**src/rtl/pu_pkg.sv**
```systemverilog
// pu_pkg: shared PU datapath constants and register-file types.
package pu_pkg;
  localparam int PU_W = 16;
  localparam int PU_N = 4;
  typedef logic [$clog2(PU_N)-1:0] reg_addr_t;
  typedef logic [PU_W-1:0] data_t;
endpackage

```
**src/rtl/ra_scoreboard.sv**
```systemverilog
// ra_scoreboard: per-register busy bits with issue-over-writeback priority and per-port lookup.
module ra_scoreboard #(
  parameter int N  = 4,
  parameter int AW = $clog2(N),
  parameter int NR = 2
) (
  input  logic           clk,
  input  logic           rst,
  input  logic           we,
  input  logic [AW-1:0]  wad,
  input  logic           iss,
  input  logic [AW-1:0]  iad,
  input  logic [NR*AW-1:0] rad,
  output logic [N-1:0]   busy,
  output logic [NR-1:0]  rbusy
);
  logic [N-1:0] busy_q, busy_d;
  // a same-cycle issue wins: the new producer supersedes the retiring one
  always_comb begin
    busy_d = busy_q;
    for (int i = 0; i < N; i++)
      busy_d[i] = (iss && iad == AW'(i)) ? 1'b1 : (we && wad == AW'(i)) ? 1'b0 : busy_q[i];
  end
  always_ff @(posedge clk or posedge rst)
    if (rst) busy_q <= '0;
    else busy_q <= busy_d;
  always_comb begin
    rbusy = '0;
    for (int k = 0; k < NR; k++) rbusy[k] = busy_q[rad[k*AW +: AW]];
  end
  assign busy = busy_q;
endmodule

```
**src/rtl/ra_multi.sv**
```systemverilog
// ra_multi: multi-port register array with busy scoreboard and write counter.
// Define RA_BYPASS_EN for combinational write-to-read forwarding.
module ra_multi
  import pu_pkg::*;
#(
  parameter int W  = PU_W,
  parameter int N  = PU_N,
  parameter int AW = $clog2(N),
  parameter int NR = 2
) (
  input  logic             clk,
  input  logic             rst,
  input  logic [NR*AW-1:0] rad,
  output logic [NR*W-1:0]  rd,
  output logic [NR-1:0]    rbusy,
  input  logic             we,
  input  logic [AW-1:0]    wad,
  input  logic [W-1:0]     wd,
  input  logic             iss,
  input  logic [AW-1:0]    iad,
  output logic [N-1:0]     busy,
  output logic [15:0]      wcnt
);
  logic [W-1:0] regs_q [N];
  logic [15:0] wcnt_q;
  logic [NR-1:0] sb_rbusy;
  always_ff @(posedge clk or posedge rst)
    if (rst) begin
      for (int i = 0; i < N; i++) regs_q[i] <= '0;
      wcnt_q <= '0;
    end else if (we) begin
      regs_q[wad] <= wd;
      wcnt_q <= wcnt_q + 16'd1;
    end
  ra_scoreboard #(.N(N), .AW(AW), .NR(NR)) u_sb (
    .clk(clk), .rst(rst), .we(we), .wad(wad), .iss(iss), .iad(iad),
    .rad(rad), .busy(busy), .rbusy(sb_rbusy)
  );
  for (genvar k = 0; k < NR; k++) begin : g_rd
    logic [AW-1:0] a;
    assign a = rad[k*AW +: AW];
`ifdef RA_BYPASS_EN
    logic fwd;
    assign fwd = we && !rst && a == wad;
    assign rd[k*W +: W] = fwd ? wd : regs_q[a];
    assign rbusy[k] = fwd ? (iss && iad == wad) : sb_rbusy[k];
`else
    assign rd[k*W +: W] = regs_q[a];
    assign rbusy[k] = sb_rbusy[k];
`endif
  end
  assign wcnt = wcnt_q;
endmodule

```
**config.mk**
```make
export PLATFORM = sky130hd
export DESIGN_NAME = ra_multi
export DESIGN_NICKNAME = d
export VERILOG_FILES = /design/src/rtl/pu_pkg.sv /design/src/rtl/ra_scoreboard.sv /design/src/rtl/ra_multi.sv
export SDC_FILE = /design/constraint.sdc
export NUM_CORES = 1
export LEC_CHECK = 0
export ABC_AREA = 1
export BUFFER_PORTS_ARGS = -buffer_cell sky130_fd_sc_hd__buf_2
export CORE_MARGIN = 4
export CORE_UTILIZATION = 39
export CTS_CLUSTER_DIAMETER = 200
export CTS_CLUSTER_SIZE = 40
export DETAILED_ROUTE_END_ITERATION = 7
export HOLD_SLACK_MARGIN = 0.08
export PLACE_DENSITY = 0.65
export SLEW_MARGIN = 5
export SYNTH_ARGS = -nofsm -noshare
export SYNTH_HDL_FRONTEND = slang
export SYNTH_HIERARCHICAL = 1
export SYNTH_SLANG_ARGS = --single-unit
```
**constraint.sdc**
```tcl
create_clock -name clk -period 4 [get_ports clk]
set_input_delay 0.8 -clock clk [delete_from_list [all_inputs] [get_ports clk]]
set_output_delay 0.8 -clock clk [all_outputs]
set_load 0.03 [all_outputs]
```
==> results of run 1 <==
## cells in the mapped netlist (all sizes together)
cell	number	area [um^2]
a21oi	3	15.0
buf	17	96.3
clkbuf	12	45.0
dfrtp	84	2100
ha	1	12.5
inv	45	169
mux2	1	11.3
nand2	112	435
nand3	20	115
nand3b	1	7.51
nand4	4	25.0
nor2	81	333
o21ai	129	668
o22ai	32	200
or2	1	6.26
xnor2	5	43.8
xor2	2	17.5
## sequential cells by signal, summed over array words and instances, names as in the netlist
| name | count |
|---|---|
| regs_q | 64 |
| wcnt | 16 |
| u_sb/busy | 4 |
## power by group through the flow
stage	Sequential [mW]	Clock [mW]	Combinational, mW
3_5_place_dp	1.15	0	0.712
3_3_place_gp	1.14	0	0.695
2_1_floorplan	1.20	0	0.445
5_1_grt	1.16	0.681	0.780
4_1_cts	1.13	0.655	0.713
6_report	1.14	0.633	0.707
## logic make-up (layout without fill, tap and decap cells)
| group | after synthesis | in the layout | synth area share (%) |
|---|---|---|---|
| and+or+nand+nor | 219 | 219 | 21.4 |
| AOI/OAI and AO/OA | 164 | 164 | 20.5 |
| DFF | 84 | 84 | 48.9 |
| buffers and inverters | 74 | 145 | 7.21 |
| xor gates and xnor gates | 7 | 7 | 1.42 |
| adders and majority gates | 1 | 1 | 0.291 |
| muxes | 1 | 1 | 0.262 |
## metal layers
metal	vias up	track usage (%)	routed length, um
li1	1956	-	-
met1	1845	23.7	5260
met2	163	29.7	5350
met3	13	4.81	777
met4	0	4.81	136
met5	-	0	0
## path summary, 6_finish.rpt
path                       slack [ps]       start  cells after the start      endpoint
min                               330         rst                      2  u_sb/busy[0]
min in group clk                  510  regs_q[27]                      2    regs_q[27]
max reg2reg                      2660     wcnt[0]                      6      wcnt[14]
min reg2reg                       510  regs_q[27]                      2    regs_q[27]
max                               860      rad[0]                      5         rd[7]
max in group asynchronous        2470         rst                      3    regs_q[53]
## worst register-to-register path, delay by kind of cell, from the launching register on
| family | cells | cell delay [ps] |
|---|---|---|
| AND/OR/NAND/NOR | 5 | 570 |
| flip-flops | 1 | 460 |
| adder cells (fa/ha/maj) | 1 | 220 |
## layout make-up
| cell class | count | area [um^2] |
|---|---|---|
| Multi-Input combinational cell | 392 | 1890 |
| Sequential cell | 84 | 2100 |
| Fill cell | 1083 | 5870 |
| Clock buffer | 10 | 138 |
| Inverter | 45 | 170 |
| Tap cell | 140 | 175 |
| Clock inverter | 6 | 70.1 |
| Timing Repair Buffer | 84 | 428 |
## through the flow
step	hold WS [ps]	area [um^2]	setup slack [ps]	total power, mW
finish	332	4970	860	2.48
global route	331	4970	730	2.62
CTS	325	4970	916	2.50
detailed placement	482	4770	915	1.86
global placement	483	4770	986	1.84
floorplan	464	4300	1150	1.64
==> impl_metrics.ini, run 1 <==
[synthesis]
synthesis.nets = 579
ys_types = 28
netlist_area_um2 = 4300
avgSynthCellArea_um2 = 7.82
ys_ff_latch = 84
ys_seq_area_share_pct = 48.9
synth_cells = 550
yosys_warnings = 6

[floorplanning]
die_y_um = 113
die_area_um2 = 12800
initial_core_util_pct = 39.7
ioPinCount = 82
core_area_um2 = 10800
die_x_um = 113
num_rows = 38

[clock_tree]
cts_buffer_depth = 2
postCtsHoldBufs = 0
cts_root_buf = clkbuf_8
cts-resized-gates = 0
htreeDepth = 3
cts_tree = done
insertion_delay_ps = 350
cts_num_sinks = 84
cts_buffers = 9
post_cts_buffers = 0
clkTransAtPathRegs_ps = 80

[power]
power_density_nw_per_um2 = 498
switching_share_pct = 38.0
ir_drop_mv = 0.454
p_int_mw = 1.54
switchingPower_mw = 0.941
power_frac_comb_pct = 28.6
seqPwrFrac_pct = 45.9
clockPowerShare_pct = 25.6
p_leak_nw = 2.46

[drt]
routed_wl_um = 11500
vias = 3977
viasPerCell = 5.23
wire_per_inst_um = 15.1
antenna_left = 0
drc_errors = 0
drt_iter0_markers = 327
firstDrtPassIters = 5

[sta]
period_needed_ps = 3140
max-slew-margin-rel_pct = 31.7
tightest_slew_ps = 1020
fmax_mhz = 318
setup_violations = 0
hold_violations = 0
setup_tns_ps = 0
period_share_pct = 78.5
slew_viol_final = 0
rsz0062_at_grt = no
clock_skew_ps = 3.41

[setup_path]
cp.required_ps = 3200
crit_type = in2out
critPathLaunchType = primary input
path_cells = buf_2 -> inv_2 -> o21ai_0 -> o22ai_1 -> buf_2
cp_max_fo = 36
cp.arrival_ps = 2340
critPathSlowestCell = buf_2
crit_top_cell = buf_2
max_stage_delay_ps = 490
cp-end-kind = output pin
critical-path-top-delay-family = buffers and inverters
critPathBufInv = 3

[finish]
final_cell_mix = nand2_1, o21ai_0, dfrtp_1
synthToLayoutAreaGrowth_pct = 15.6
final_cells = 761
layout_commonest_cell = nand2_1
final_nets = 645
drive_above_1_share_pct = 19.8
antenna_cells = 0
utilization_pct = 45.9

[placement]
gp_congestion = 0.805
dp_hpwl_um = 7560
dp_cells = 745
numPortBuffers = 81

[global_route]
grt_first_pass_wirelength_um = 18800
grt_pass1_vias = 3850
track_usage_pct = 18.0
antenna_found_initial = 0
overflow = 0
grt_max_degree = 54

[job]
max_cap_viol_count = 0

[hold_path]
hold_path.class = in2async

[status]
outcome = finished clean
(Power assumes the default switching activity.)
==> run 2: changes to the inputs <==
- clock period: 4 -> 2.93 ns (I/O delays scaled with it)
==> run 2 against run 1 <==
- flip-flop and latch count unchanged
- first-iteration DRC count increased by 13%
- clock-buffer cell count increased by 1
- routed wire length increased by 0.65%
- non-clock buffer count increased by 4
- core utilization increased by 0.54 points
- total power increased by 39%
- sequential share of layout area decreased by 0.49 points
- cell area increased by 1.2%
- critical path depth unchanged
- register-to-register slack got worse by 1100 ps
- sequential power increased by 35%
- critical path type unchanged
- highest routed layer unchanged
==> impl_metrics.ini, run 2 (synthesis results as in run 1) <==
[setup_path]
crit_path_start = rad[1]
cp_max_fo = 16
r2r_slack_ps = 1580
reg2reg_to = wcnt[12]
r2r_cells = 6
critPathLaunchType = primary input
endpoint = rd[13]
crit_type = in2out
r2r_start = wcnt[0]
cp-end-kind = output pin
cp.required_ps = 2340
cp.arrival_ps = 1810

[clock_tree]
cts_num_sinks = 84
cts_buffer_depth = 2
cts_buffers = 9
clkTransAtPathRegs_ps = 70
postCtsHoldBufs = 0
cts-resized-gates = 0
post_cts_buffers = 0
cts_root_buf = clkbuf_8
insertion_delay_ps = 350
htreeDepth = 3
cts_tree = done

[placement]
gp_congestion = 0.819
numPortBuffers = 81
dp_hpwl_um = 7390

[power]
clockPowerShare_pct = 27.0
power_frac_comb_pct = 28.3
ir_drop_mv = 0.516
power_density_nw_per_um2 = 685
seqPwrFrac_pct = 44.7
switching_share_pct = 36.3
p_int_mw = 2.20
switchingPower_mw = 1.25
p_leak_nw = 2.48

[drt]
routed_wl_um = 11600
drt_iter0_markers = 368
met2WireLength_um = 5430
wl_met1_um = 5200
antenna_left = 0
wire_per_inst_um = 15.2
wl_met3_um = 827
vias = 4022
drc_errors = 0
top_layer_used = met4
firstDrtPassIters = 5
viasPerCell = 5.26

[global_route]
grt_pass1_vias = 3755
grt_max_degree = 81
grt_first_pass_wirelength_um = 18700
overflow = 0
track_usage_pct = 18.1
antenna_found_initial = 0

[floorplanning]
die_y_um = 113
initial_core_util_pct = 39.7
ioPinCount = 82
die_area_um2 = 12800
core_area_um2 = 10800
num_rows = 38
die_x_um = 113

[finish]
fillCellCount = 1088
synthToLayoutAreaGrowth_pct = 17.0
final_cell_mix = nand2_1, o21ai_0, dfrtp_1
largest_reg_flops = 64
utilization_pct = 46.4
layout_commonest_cell = nand2_1
largest-register = regs_q
drive_above_1_share_pct = 20.2
antenna_cells = 0
final_nets = 649

[sta]
setup_tns_ps = 0
tightest_slew_ps = 747
fmax_mhz = 417
slew_viol_final = 0
holdWs_ps = 116
clock_skew_ps = 6.48
hold_violations = 0
period_needed_ps = 2400
rsz0062_at_grt = no
max-slew-margin-rel_pct = 50.1
period_share_pct = 81.9
setup_violations = 0

[status]
outcome = finished clean

[job]
max_cap_viol_count = 0

[hold_path]
hold_path.class = in2async
==> run 2: cell types whose count changed in the layout (fill, tap and decap cells not counted), sizes merged <==
cell	before	now
clkinvlp	0	1
bufinv	1	2
clkbuf	10	11
inv	47	44
buf	84	88
clkinv	3	2
==> run 2: cell type report <==
class / instances / area, um^2 / area share [%]
clock inverters: 4 / 72.6 / 1.44
repair buffers: 88 / 470 / 9.35
inverters: 45 / 170 / 3.38
flip-flops and latches: 84 / 2100 / 41.8
well taps: 140 / 175 / 3.48
multi-input cells: 392 / 1890 / 37.6
clock buffers: 11 / 151 / 3.01
==> run 2: worst min path at each step <==
stage	from	endpoint	slack [ps]	cells past startpoint
4_1_cts	rst	u_sb/busy[3]	100	2
5_1_grt	rst	u_sb/busy[3]	110	2
6_report	rst	u_sb/busy[3]	120	2
3_3_place_gp	regs_q[26]	regs_q[26]	480	2
3_5_place_dp	regs_q[31]	regs_q[31]	480	2
2_1_floorplan	rst	u_sb/busy[0]	350	1
==> run 2: through the flow <==
step / instance area, um^2 / worst slack (ps) / instances / total power [mW]
3_5_place_dp: 4810 / 564 / 749 / 2.54
4_1_cts: 5030 / 564 / 764 / 3.48
6_report: 5030 / 532 / 764 / 3.45
5_1_grt: 5030 / 423 / 764 / 3.65
3_3_place_gp: 4810 / 565 / 749 / 2.51
2_1_floorplan: 4300 / 292 / 550 / 2.24
==> run 2: worst max-delay path, cell delays in order <==
cell and delay (ps):
buf_2 100, inv_1 430, o21ai_0 190, o22ai_1 240
buf_2 250
==> run 2: power by group through the flow <==
| stage | clock network [mW] | registers, mW | logic (mW) |
|---|---|---|---|
| after floorplan | 0 | 1.64 | 0.608 |
| after global routing | 1.00 | 1.57 | 1.08 |
| after global placement | 0 | 1.55 | 0.959 |
| final | 0.932 | 1.54 | 0.974 |
| after detailed placement | 0 | 1.56 | 0.984 |
| after CTS | 0.957 | 1.54 | 0.984 |
==> run 2: metal layers <==
| layer | vias up | track usage [%] |
|---|---|---|
| li1 | 1966 | - |
| met1 | 1901 | 23.9 |
| met2 | 142 | 29.7 |
| met3 | 13 | 3.85 |
| met4 | 0 | 6.25 |
| met5 | - | 0 |
